## src/rtl/lcd_pkg.sv

```systemverilog
// rtl/lcd_pkg.sv - shared constants, opcode masks and address helpers for the LCD responder
package lcd_pkg;

  // DDRAM address map: line 0 at 0x00..0x27, line 1 at 0x40..0x67
  localparam logic [6:0] LINE0_END   = 7'h27;
  localparam logic [6:0] LINE1_BASE  = 7'h40;
  localparam logic [6:0] LINE1_END   = 7'h67;
  localparam int         DDRAM_DEPTH = 80;
  localparam logic [7:0] SPACE_CHAR  = 8'h20;

  // Instruction opcodes, decoded by highest set bit
  localparam logic [7:0] OP_SET_DDRAM = 8'h80;
  localparam logic [7:0] OP_SET_CGRAM = 8'h40;
  localparam logic [7:0] OP_FUNC_SET  = 8'h20;
  localparam logic [7:0] OP_SHIFT     = 8'h10;
  localparam logic [7:0] OP_DISP_CTRL = 8'h08;
  localparam logic [7:0] OP_ENTRY     = 8'h04;
  localparam logic [7:0] OP_HOME      = 8'h02;
  localparam logic [7:0] OP_CLEAR     = 8'h01;

  typedef enum logic {
    ST_IDLE,
    ST_SWEEP
  } lcd_state_e;

  // Address counter step with the line wrap rules (inc=1 increments)
  function automatic logic [6:0] ac_next(input logic [6:0] ac, input logic inc);
    logic [6:0] r;
    if (inc) begin
      if (ac == LINE0_END)      r = LINE1_BASE;
      else if (ac == LINE1_END) r = 7'h00;
      else                      r = ac + 7'd1;
    end else begin
      if (ac == LINE1_BASE)     r = LINE0_END;
      else if (ac == 7'h00)     r = LINE1_END;
      else                      r = ac - 7'd1;
    end
    return r;
  endfunction

  function automatic logic ac_valid(input logic [6:0] ac);
    return (ac <= LINE0_END) || ((ac >= LINE1_BASE) && (ac <= LINE1_END));
  endfunction

  // Line 1 addresses map to indices 40..79
  function automatic logic [6:0] ac_index(input logic [6:0] ac);
    return (ac >= LINE1_BASE) ? (ac - 7'd24) : ac;
  endfunction

endpackage

```

## src/rtl/lcd_ddram.sv

```systemverilog
// rtl/lcd_ddram.sv - 80x8 display RAM with one write port, a bus read port and a registered host port
module lcd_ddram
  import lcd_pkg::*;
(
  input  logic       clk_i,
  input  logic       rst_ni,
  input  logic       we_i,
  input  logic [6:0] waddr_i,
  input  logic [7:0] wdata_i,
  input  logic [6:0] baddr_i,
  output logic [7:0] bdata_o,
  input  logic [6:0] haddr_i,
  output logic [7:0] hdata_o
);

  logic [7:0] mem_q [DDRAM_DEPTH];
  logic [7:0] hdata_q;

  // Single write port; contents are initialised by the clear sweep, not by reset
  always_ff @(posedge clk_i) begin
    if (we_i && (waddr_i < 7'(DDRAM_DEPTH))) begin
      mem_q[waddr_i] <= wdata_i;
    end
  end

  // Host mirror read: registered, old data on a same-cycle write
  always_ff @(posedge clk_i) begin
    if (!rst_ni) begin
      hdata_q <= SPACE_CHAR;
    end else if (haddr_i < 7'(DDRAM_DEPTH)) begin
      hdata_q <= mem_q[haddr_i];
    end else begin
      hdata_q <= SPACE_CHAR;
    end
  end

  // Bus read is combinational so status/data reads see the current image
  always_comb begin
    bdata_o = SPACE_CHAR;
    if (baddr_i < 7'(DDRAM_DEPTH)) begin
      bdata_o = mem_q[baddr_i];
    end
  end

  assign hdata_o = hdata_q;

endmodule

```

## src/rtl/lcd_responder.sv

```systemverilog
// rtl/lcd_responder.sv - HD44780-style LCD bus responder; LCD_RESPONDER_FOUR_BIT_EN adds 4-bit bus mode
module lcd_responder
  import lcd_pkg::*;
#(
  parameter int unsigned BUSY_CYCLES = 2000,
  parameter int unsigned LONG_CYCLES = 82000
) (
  input  logic       iCLK,
  input  logic       iRST_N,
  input  logic [7:0] LCD_DATA,
  input  logic       LCD_RS,
  input  logic       LCD_RW,
  input  logic       LCD_EN,
  output logic [7:0] oLCD_DATA,
  output logic       oLCD_OE,
  input  logic [6:0] iRD_ADDR,
  output logic [7:0] oRD_DATA,
  output logic       oBUSY,
  output logic [6:0] oAC,
  output logic [2:0] oDISP_CTRL,
  output logic [1:0] oENTRY,
  output logic       oDROP
);

  localparam int unsigned CNT_MAX = (LONG_CYCLES > BUSY_CYCLES) ? LONG_CYCLES : BUSY_CYCLES;
  localparam int          CNT_W   = $clog2(CNT_MAX + 1);
  localparam logic [CNT_W-1:0] BUSY_LOAD = CNT_W'(BUSY_CYCLES);
  localparam logic [CNT_W-1:0] LONG_LOAD = CNT_W'(LONG_CYCLES);

  // {RS, RW, EN, DATA} through two flops, plus the previous EN for edge detect
  logic [10:0] bus_s1_q, bus_s2_q;
  logic        en_prev_q;
  logic        rs_s, rw_s, en_s;
  logic [7:0]  data_s;

  lcd_state_e       state_q, state_d;
  logic [6:0]       sweep_idx_q, sweep_idx_d;
  logic [CNT_W-1:0] busy_cnt_q, busy_cnt_d;
  logic [6:0]       ac_q, ac_d;
  logic [2:0]       disp_q, disp_d;
  logic [1:0]       entry_q, entry_d;
  logic [2:0]       func_q, func_d;
  logic             cgram_q, cgram_d;
  logic             drop_q, drop_d;

`ifdef LCD_RESPONDER_FOUR_BIT_EN
  logic       four_bit_q, four_bit_d;
  logic       nib_q, nib_d;
  logic [3:0] hi_q, hi_d;
`endif

  logic       busy;
  logic       en_fall, wr_strobe, rd_end, rd_step, exec;
  logic [7:0] cmd;
  logic       mem_we;
  logic [6:0] mem_waddr;
  logic [7:0] mem_wdata;
  logic [7:0] bus_rd_data;
  logic [7:0] full_rd_byte, rd_byte;

  assign rs_s   = bus_s2_q[10];
  assign rw_s   = bus_s2_q[9];
  assign en_s   = bus_s2_q[8];
  assign data_s = bus_s2_q[7:0];

  assign en_fall   = en_prev_q & ~en_s;
  assign wr_strobe = en_fall & ~rw_s;
  assign rd_end    = en_fall & rw_s & rs_s;
  assign busy      = (busy_cnt_q != '0) || (state_q == ST_SWEEP);

  // State register: synchronisers and all control state; reset restarts the sweep
  always_ff @(posedge iCLK) begin
    if (!iRST_N) begin
      bus_s1_q    <= '0;
      bus_s2_q    <= '0;
      en_prev_q   <= 1'b0;
      state_q     <= ST_SWEEP;
      sweep_idx_q <= 7'd0;
      busy_cnt_q  <= '0;
      ac_q        <= 7'd0;
      disp_q      <= 3'b000;
      entry_q     <= 2'b10;
      func_q      <= 3'b100;
      cgram_q     <= 1'b0;
      drop_q      <= 1'b0;
    end else begin
      bus_s1_q    <= {LCD_RS, LCD_RW, LCD_EN, LCD_DATA};
      bus_s2_q    <= bus_s1_q;
      en_prev_q   <= en_s;
      state_q     <= state_d;
      sweep_idx_q <= sweep_idx_d;
      busy_cnt_q  <= busy_cnt_d;
      ac_q        <= ac_d;
      disp_q      <= disp_d;
      entry_q     <= entry_d;
      func_q      <= func_d;
      cgram_q     <= cgram_d;
      drop_q      <= drop_d;
    end
  end

`ifdef LCD_RESPONDER_FOUR_BIT_EN
  // Nibble-mode flags: bus width, nibble phase and the held high nibble
  always_ff @(posedge iCLK) begin
    if (!iRST_N) begin
      four_bit_q <= 1'b0;
      nib_q      <= 1'b0;
      hi_q       <= 4'h0;
    end else begin
      four_bit_q <= four_bit_d;
      nib_q      <= nib_d;
      hi_q       <= hi_d;
    end
  end
`endif

  // Next state: clear sweep, busy timer, instruction/data decode and read-side AC stepping
  always_comb begin
    state_d     = state_q;
    sweep_idx_d = sweep_idx_q;
    busy_cnt_d  = (busy_cnt_q != '0) ? (busy_cnt_q - CNT_W'(1)) : busy_cnt_q;
    ac_d        = ac_q;
    disp_d      = disp_q;
    entry_d     = entry_q;
    func_d      = func_q;
    cgram_d     = cgram_q;
    drop_d      = wr_strobe & busy;
    mem_we      = 1'b0;
    mem_waddr   = sweep_idx_q;
    mem_wdata   = SPACE_CHAR;
    exec        = wr_strobe & ~busy;
    cmd         = data_s;
    rd_step     = rd_end;
`ifdef LCD_RESPONDER_FOUR_BIT_EN
    four_bit_d  = four_bit_q;
    nib_d       = nib_q;
    hi_d        = hi_q;
    if (four_bit_q) begin
      cmd     = {hi_q, data_s[7:4]};
      rd_step = rd_end & nib_q;
      if (exec || (en_fall & rw_s)) nib_d = ~nib_q;
      if (exec && !nib_q) hi_d = data_s[7:4];
      exec    = exec & nib_q;
    end
`endif

    if (state_q == ST_SWEEP) begin
      mem_we = 1'b1;
      if (sweep_idx_q == 7'(DDRAM_DEPTH - 1)) state_d = ST_IDLE;
      else                                    sweep_idx_d = sweep_idx_q + 7'd1;
    end

    if (exec) begin
      if (rs_s) begin
        busy_cnt_d = BUSY_LOAD;
        if (!cgram_q) begin
          if (ac_valid(ac_q)) begin
            mem_we    = 1'b1;
            mem_waddr = ac_index(ac_q);
            mem_wdata = cmd;
          end
          ac_d = ac_next(ac_q, entry_q[1]);
        end
      end else if ((cmd & OP_SET_DDRAM) != 8'h00) begin
        ac_d       = cmd[6:0];
        cgram_d    = 1'b0;
        busy_cnt_d = BUSY_LOAD;
      end else if ((cmd & OP_SET_CGRAM) != 8'h00) begin
        cgram_d    = 1'b1;
        busy_cnt_d = BUSY_LOAD;
      end else if ((cmd & OP_FUNC_SET) != 8'h00) begin
        func_d     = cmd[4:2];
`ifdef LCD_RESPONDER_FOUR_BIT_EN
        four_bit_d = ~cmd[4];
`endif
        busy_cnt_d = BUSY_LOAD;
      end else if ((cmd & OP_SHIFT) != 8'h00) begin
        if (!cmd[3]) ac_d = ac_next(ac_q, cmd[2]);
        busy_cnt_d = BUSY_LOAD;
      end else if ((cmd & OP_DISP_CTRL) != 8'h00) begin
        disp_d     = cmd[2:0];
        busy_cnt_d = BUSY_LOAD;
      end else if ((cmd & OP_ENTRY) != 8'h00) begin
        entry_d    = cmd[1:0];
        busy_cnt_d = BUSY_LOAD;
      end else if ((cmd & OP_HOME) != 8'h00) begin
        ac_d       = 7'd0;
        cgram_d    = 1'b0;
        busy_cnt_d = LONG_LOAD;
      end else if ((cmd & OP_CLEAR) != 8'h00) begin
        ac_d        = 7'd0;
        cgram_d     = 1'b0;
        entry_d     = {1'b1, entry_q[0]};
        state_d     = ST_SWEEP;
        sweep_idx_d = 7'd0;
        busy_cnt_d  = LONG_LOAD;
      end
    end

    if (rd_step && !cgram_q) begin
      ac_d = ac_next(ac_q, entry_q[1]);
    end
  end

  // Bus read-back: status byte or DDRAM[AC], nibble-selected in 4-bit mode
  always_comb begin
    full_rd_byte = {busy, ac_q};
    if (rs_s) full_rd_byte = ac_valid(ac_q) ? bus_rd_data : SPACE_CHAR;
    rd_byte = full_rd_byte;
`ifdef LCD_RESPONDER_FOUR_BIT_EN
    if (four_bit_q) rd_byte = nib_q ? {full_rd_byte[3:0], 4'h0} : {full_rd_byte[7:4], 4'h0};
`endif
  end

  lcd_ddram u_ddram (
    .clk_i   (iCLK),
    .rst_ni  (iRST_N),
    .we_i    (mem_we & iRST_N),
    .waddr_i (mem_waddr),
    .wdata_i (mem_wdata),
    .baddr_i (ac_index(ac_q)),
    .bdata_o (bus_rd_data),
    .haddr_i (iRD_ADDR),
    .hdata_o (oRD_DATA)
  );

  assign oLCD_OE    = en_s & rw_s;
  assign oLCD_DATA  = oLCD_OE ? rd_byte : 8'h00;
  assign oBUSY      = busy;
  assign oAC        = ac_q;
  assign oDISP_CTRL = disp_q;
  assign oENTRY     = entry_q;
  assign oDROP      = drop_q;

endmodule

```

## config.mk

```make
export PLATFORM = sky130hd
export DESIGN_NAME = lcd_responder
export DESIGN_NICKNAME = d
export VERILOG_FILES = /design/src/rtl/lcd_pkg.sv /design/src/rtl/lcd_ddram.sv /design/src/rtl/lcd_responder.sv
export SDC_FILE = /design/constraint.sdc
export NUM_CORES = 1
export LEC_CHECK = 0
export BUFFER_PORTS_ARGS = -buffer_cell sky130_fd_sc_hd__buf_2
export CAP_MARGIN = 0
export CORE_MARGIN = 2
export CORE_UTILIZATION = 25
export DETAILED_ROUTE_END_ITERATION = 8
export PLACE_DENSITY = 0.45
export SLEW_MARGIN = 10
export SYNTH_ARGS = -nofsm -noshare
export SYNTH_HDL_FRONTEND = slang
export SYNTH_HIERARCHICAL = 1
export SYNTH_SLANG_ARGS = --single-unit
```

## constraint.sdc

```tcl
create_clock -name iCLK -period 11.15 [get_ports iCLK]
set_input_delay 2.23 -clock iCLK [delete_from_list [all_inputs] [get_ports iCLK]]
set_output_delay 2.23 -clock iCLK [all_outputs]
set_load 0.02 [all_outputs]
```

==> Yosys cells after proc, flatten, opt, wreduce, memory -nomap -nowiden <==
Memory sizes are Yosys's and may differ from the RTL's. A register that Yosys moved wholly into a read port is not among the register bits.
Index checks and enable logic that the tools add are counted.
{ "classes": {"n_addsub": 5, "order_cmp": 6, "n_eq_ne": 14, "muxes": 85, "n_bitwise": 17, "reduce_logical": 19} }
{ "ops": {"columns": ["cell", "count"], "rows": [
  ["two-way mux 7 bit", 36],
  ["two-way mux 17 bit", 11],
  ["two-way mux 8 bit", 8],
  ["two-way mux 1 bit", 27],
  ["== test 7 bit (second input constant)", 3],
  ["less-than comparator 7 bit (second input constant)", 3],
  ["AND reduction 7 bit", 3],
  ["nonzero test 17 bit", 1],
  ["subtractor 17 x 1 -> 17 bit (second input constant)", 1],
  ["adder 7 x 1 -> 7 bit (second input constant)", 2],
  ["inequality test 3 x 1 -> 1 bit (second input constant)", 4],
  ["inequality test 4 x 1 -> 1 bit (second input constant)", 3],
  ["NOT 1 bit", 9],
  ["AND reduction 9 bit", 1],
  ["bitwise AND 1 bit", 8],
  ["AND reduction 8 bit", 1],
  ["== test 7 x 6 -> 1 bit (second input constant)", 1],
  ["greater-or-equal comparator 7 bit (second input constant)", 1],
  ["<= comparator 7 x 6 -> 1 bit (second input constant)", 1],
  ["<= comparator 7 bit (second input constant)", 1],
  ["zero test 7 bit", 1],
  ["subtractor 7 x 1 -> 7 bit (second input constant)", 1],
  ["subtractor 7 x 5 -> 7 bit (second input constant)", 1],
  ["two-way mux 2 bit", 3],
  ["other kinds (10)", 15]
]} }
{ "totals": {"register_bits": 62, "ram_bits": 640, "in_bits": 20, "out_inout_bits": 31, "elab_cells": 159, "memories": 1} }
{ "mem_list": {"columns": ["name", "words", "width", "read_ports", "rd_ports_with_merged_regs", "write_ports", "line_no", "source"], "rows": [
  ["u_ddram.mem_q", 80, 8, 2, 1, 1, "lcd_ddram.sv:16", "logic [7:0] mem_q [DDRAM_DEPTH];"]
]} }

==> Logic depth before layout (Yosys ltp) <==
{ "logic_depth": {"ltp_word": 13, "ltp_mapped": 14, "depth_no_buf": 12} }

==> Hierarchy <==
Netlist, hierarchy kept.
{ "modules_own_cells": {"columns": ["module", "n_inst", "cells_each", "area_per_inst_um2", "seq_area_each_um2"], "rows": [
  ["lcd_ddram", 1, 1547, 30432.9, 19378.6],
  ["lcd_responder", 1, 395, 3290.7, 1241.2]
]} }

==> Worst setup path before layout <==
Ideal clock, no wire load.
{ "synth_timing": {"path_type": "register -> output", "from": "register ac_q[3], in the netlist oAC[3]", "to": "output oLCD_DATA[5]", "arrival_time_ns": 3.003, "required_ns": 8.920, "path_slack_ns": 5.917, "stages_incl_launch_ff": 12, "n_path_buf": 4, "cell_sequence": "dfxtp_1 clkbuf_1 xor2_1 buf_2 clkbuf_1 clkbuf_1 a211oi_1 a211oi_1 a31oi_1 a31oi_1 inv_1 a211oi_1"} }
{ "synth_between": {"elab_chain_cells": 7, "elab_cells_between_ends": 13, "classes_between": "1 x add/sub; 4 x order compare; 5 x mux; 2 x reduce/logical; 1 x memory"} }
{ "synth_lines": {"columns": ["element", "line_no", "source"], "rows": [
  ["from (decl)", "lcd_responder.sv:39", "logic [6:0] ac_q, ac_d;"],
  ["from (signal assigned)", "lcd_responder.sv:80", "ac_q <= 7'd0;"],
  ["from (signal assigned)", "lcd_responder.sv:93", "ac_q <= ac_d;"],
  ["subtractor 7 x 5 -> 7 bit / greater-or-equal comparator 7 bit (equally long branches)", "lcd_pkg.sv:47", "return (ac >= LINE1_BASE) ? (ac - 7'd24) : ac;"],
  ["two-way mux 7 bit *", "lcd_pkg.sv:47", null],
  ["memory (80 x 8 bit) / less-than comparator 7 bit (equally long branches)", null, null],
  ["two-way mux 8 bit *", "lcd_ddram.sv:40", "if (baddr_i < 7'(DDRAM_DEPTH)) begin"],
  ["net bus_rd_data[5]", "lcd_responder.sv:58", "logic [7:0] bus_rd_data;"],
  ["two-way mux 8 bit * (2 in a row)", "lcd_responder.sv:208", "if (rs_s) full_rd_byte = ac_valid(ac_q) ? bus_rd_data : SPACE_CHAR;"],
  ["two-way mux 8 bit *", "lcd_responder.sv:228", "assign oLCD_DATA = oLCD_OE ? rd_byte : 8'h00;"],
  ["to (decl)", "lcd_responder.sv:14", "output logic [7:0] oLCD_DATA,"]
]} }
Mark *: on every way through the listed nets, which the timed path passes. The rest lies on a longest branch.

==> Worst setup path in the final report <==
{ "layout_timing": {"from": "register ac_q[0], in the netlist oAC[0]", "to": "output oLCD_DATA[3]"} }
Same word-level chain as after synthesis.

==> impl_metrics.py <==
metrics = {
    "outcome": {
        "status": "finished, final reports clean",
    },
    "yosys": {
        "synthesis.nets": 1969,
        "ys_types": 70,
        "netlist_area_um2": 33700,
        "ys_seq_area_share_pct": 61.1,
        "synth_ff_type": "edfxtp_1",
        "ys_seq_elements": 710,
        "synth-async-reset-ratio_pct": 0,
        "synthCells": 1942,
        "synth_area_per_cell_um2": 17.4,
        "synth_edf_count": 640,
        "yosysWarnings": 6,
    },
    "worst_setup_path": {
        "critPathLaunchType": "register",
        "crit_buf_inv": 3,
        "critical-path-top-delay-family": "buffers and inverters",
        "required_ps": 8920,
        "worst_ep_arrival_time_ps": 5680,
        "critPathKind": "reg2out",
        "end_kind": "output pin",
        "cp_max_fo": 38,
        "cp_cell_sequence": "buf_4 > buf_4 > mux4_2 > mux2i_1 > nor2_1 > a2111oi_0 > a22oi_1 > a22oi_1 > nor2_1 > buf_2",
        "critPathMaxStageDelay_ps": 780,
        "cpMaxStageDelayCell": "dfxtp_4",
    },
    "floorplanning": {
        "rows": 134,
        "die_h_um": 371,
        "core-area_um2": 134000,
        "die_area_um2": 138000,
        "dieWidth_um": 371,
        "initial_utilization_pct": 25.2,
        "io_pins": 51,
    },
    "route": {
        "first_iter_violations": 2020,
        "via_count": 19463,
        "avgRoutedWirePerCell_um": 27.7,
        "wl_um": 106000,
        "ant_nets": 0,
        "drc": 0,
        "post_drt_via_cell_ratio": 5.09,
        "first_pass_iters": 5,
    },
    "cells_and_area": {
        "drive_gt1_share_pct": 28.0,
        "fin_nets": 2025,
        "layout_commonest_cell": "edfxtp_1",
        "final_cell_mix": "edfxtp_1, mux4_2, nor2_1",
        "final_util_pct": 28.8,
        "area.growth.synth_to_final_pct": 14.0,
    },
    "clock_tree": {
        "cts.hold.buffers_added": 0,
        "clock_latency_ps": 630,
        "root_buffer": "clkbuf_16",
        "ctsResizeCount": 0,
        "path_clk_slew_ps": 60,
        "h-tree-depth": 3,
        "cts.sinks": 710,
        "post_cts_buffers": 0,
        "clockBufferDepth": 3,
        "cts_tree": "done",
        "cts_inserted_buffers": 77,
    },
    "global_route": {
        "met3_usage_pct": 4.02,
        "grt.overflow.total": 0,
        "grt_usage_pct": 15.3,
        "use_met1_pct": 20.7,
        "antenna_found_initial": 5,
        "gr-max-usage-layer": "met2",
        "grtUsageMet2_pct": 24.0,
        "grt_pass1_vias": 20225,
        "grt_max_degree": 103,
        "grt_pass1_wl_um": 151000,
    },
    "placement": {
        "numPortBuffers": 50,
        "post-dp-hpwl_um": 67800,
        "place_congestion": 0.823,
    },
    "timing": {
        "finalSetupTns_ps": 0,
        "finalMaxSlewViolations": 0,
        "fin_crit_sh_pct": 70.9,
        "rsz0062_at_grt": "false",
        "worst_slew_pin_slew_ps": 1280,
        "setup_viol": 0,
        "relSlewSlack_pct": 14.4,
        "clock_skew_ps": 18.9,
        "hold_viol_final": 0,
        "clock.fmax_mhz": 126,
        "min_period_ps": 7910,
    },
    "power_and_ir_drop": {
        "ir_drop_mv": 0.0889,
        "powerDensity_nw_per_um2": 152,
        "p_leak_nw": 11.1,
        "total_power_w": 0.00585,
    },
    "hold_path": {
        "hp-class": "reg2reg",
    },
    "job": {
        "drv_cap": 0,
    },
}
## flip-flops by register name (all words and copies together), names as in the netlist
register         count
sweep_idx_q          7
bus_s2_q            11
oENTRY               2
cgram_q              1
busy_cnt_q          17
state_q              1
oDISP_CTRL           3
oDROP                1
u_ddram/hdata_o      8
bus_s1_q            11
oAC                  7
en_prev_q            1
u_ddram/mem_q      640
## synthesized netlist by cell type, drive strengths merged, types with 10 or more instances
cell type | n | area [um^2]
edfxtp | 640 | 19200
mux4 | 329 | 7460
nor2 | 149 | 559
mux2i | 98 | 981
buf | 79 | 505
dfxtp | 70 | 1400
nand2 | 63 | 236
a21oi | 58 | 290
clkbuf | 51 | 219
o21ai | 33 | 165
and2 | 32 | 200
nor2b | 30 | 188
nand3 | 28 | 140
inv | 27 | 101
a211oi | 24 | 180
xnor2 | 19 | 166
mux2 | 16 | 184
nor3 | 16 | 80.1
a22o | 12 | 105
a22oi | 12 | 90.1
nor4 | 11 | 68.8
nand2b | 10 | 62.6
## power by group
group / switching (W) / total [W] / internal [W]
Clock: 0.00107 / 0.00254 / 0.00147
Sequential: 0.0000315 / 0.00293 / 0.00290
Combinational: 0.000225 / 0.000378 / 0.000153
Total: 0.00133 / 0.00585 / 0.00452
## per-layer routing
| layer | routed length, um | share of wire, % |
|---|---|---|
| met4 | 3540 | 3.3 |
| met5 | 34 | 0.032 |
| met3 | 8390 | 7.9 |
| met2 | 48800 | 46 |
| met1 | 45300 | 43 |
## final cells by class
class / count / area [um^2]
Fill cell: 13166 / 95200
Timing Repair Buffer: 107 / 722
Clock inverter: 50 / 464
Tap cell: 1768 / 2210
Clock buffer: 87 / 2000
Multi-Input combinational cell: 1072 / 12300
Antenna cell: 1 / 2.50
Inverter: 30 / 113
Sequential cell: 710 / 20600
## per-stage QoR
step,hold slack [ps],area [um^2],instances,setup WS (ps)
3_3_place_gp,418,36000,3687,3810
2_1_floorplan,412,33700,1942,5920
3_5_place_dp,419,36000,3687,3900
4_1_cts,433,38500,3824,3180
5_1_grt,450,38500,3824,2880
6_report,430,38500,3825,3240
## cell families (layout without fill, tap and decap cells)
| logic type | after synthesis | after routing | synth area share [%] |
|---|---|---|---|
| flip-flops | 710 | 710 | 61.1 |
| multiplexers | 443 | 443 | 25.6 |
| AND/OR/NAND/NOR | 380 | 380 | 5.46 |
| AO/OA/AOI/OAI | 215 | 215 | 4.37 |
| buffers and inverters | 160 | 274 | 2.48 |
| XOR/XNOR | 27 | 27 | 0.701 |
| adder cells (fa/ha/maj) | 7 | 7 | 0.260 |
| other | 0 | 1 | 0 |
## path summary, 6_finish.rpt
check | from | endpoint | slack (ps) | cells past startpoint
hold reg to reg | bus_s1_q[8] | bus_s2_q[8] | 430 | 1
setup reg to reg | oAC[1] | u_ddram/mem_q[54][0] | 4410 | 12
hold / removal | bus_s1_q[8] | bus_s2_q[8] | 430 | 1
setup / recovery | oAC[0] | oLCD_DATA[3] | 3240 | 10
Note: power is estimated with default switching activity, not from simulation.
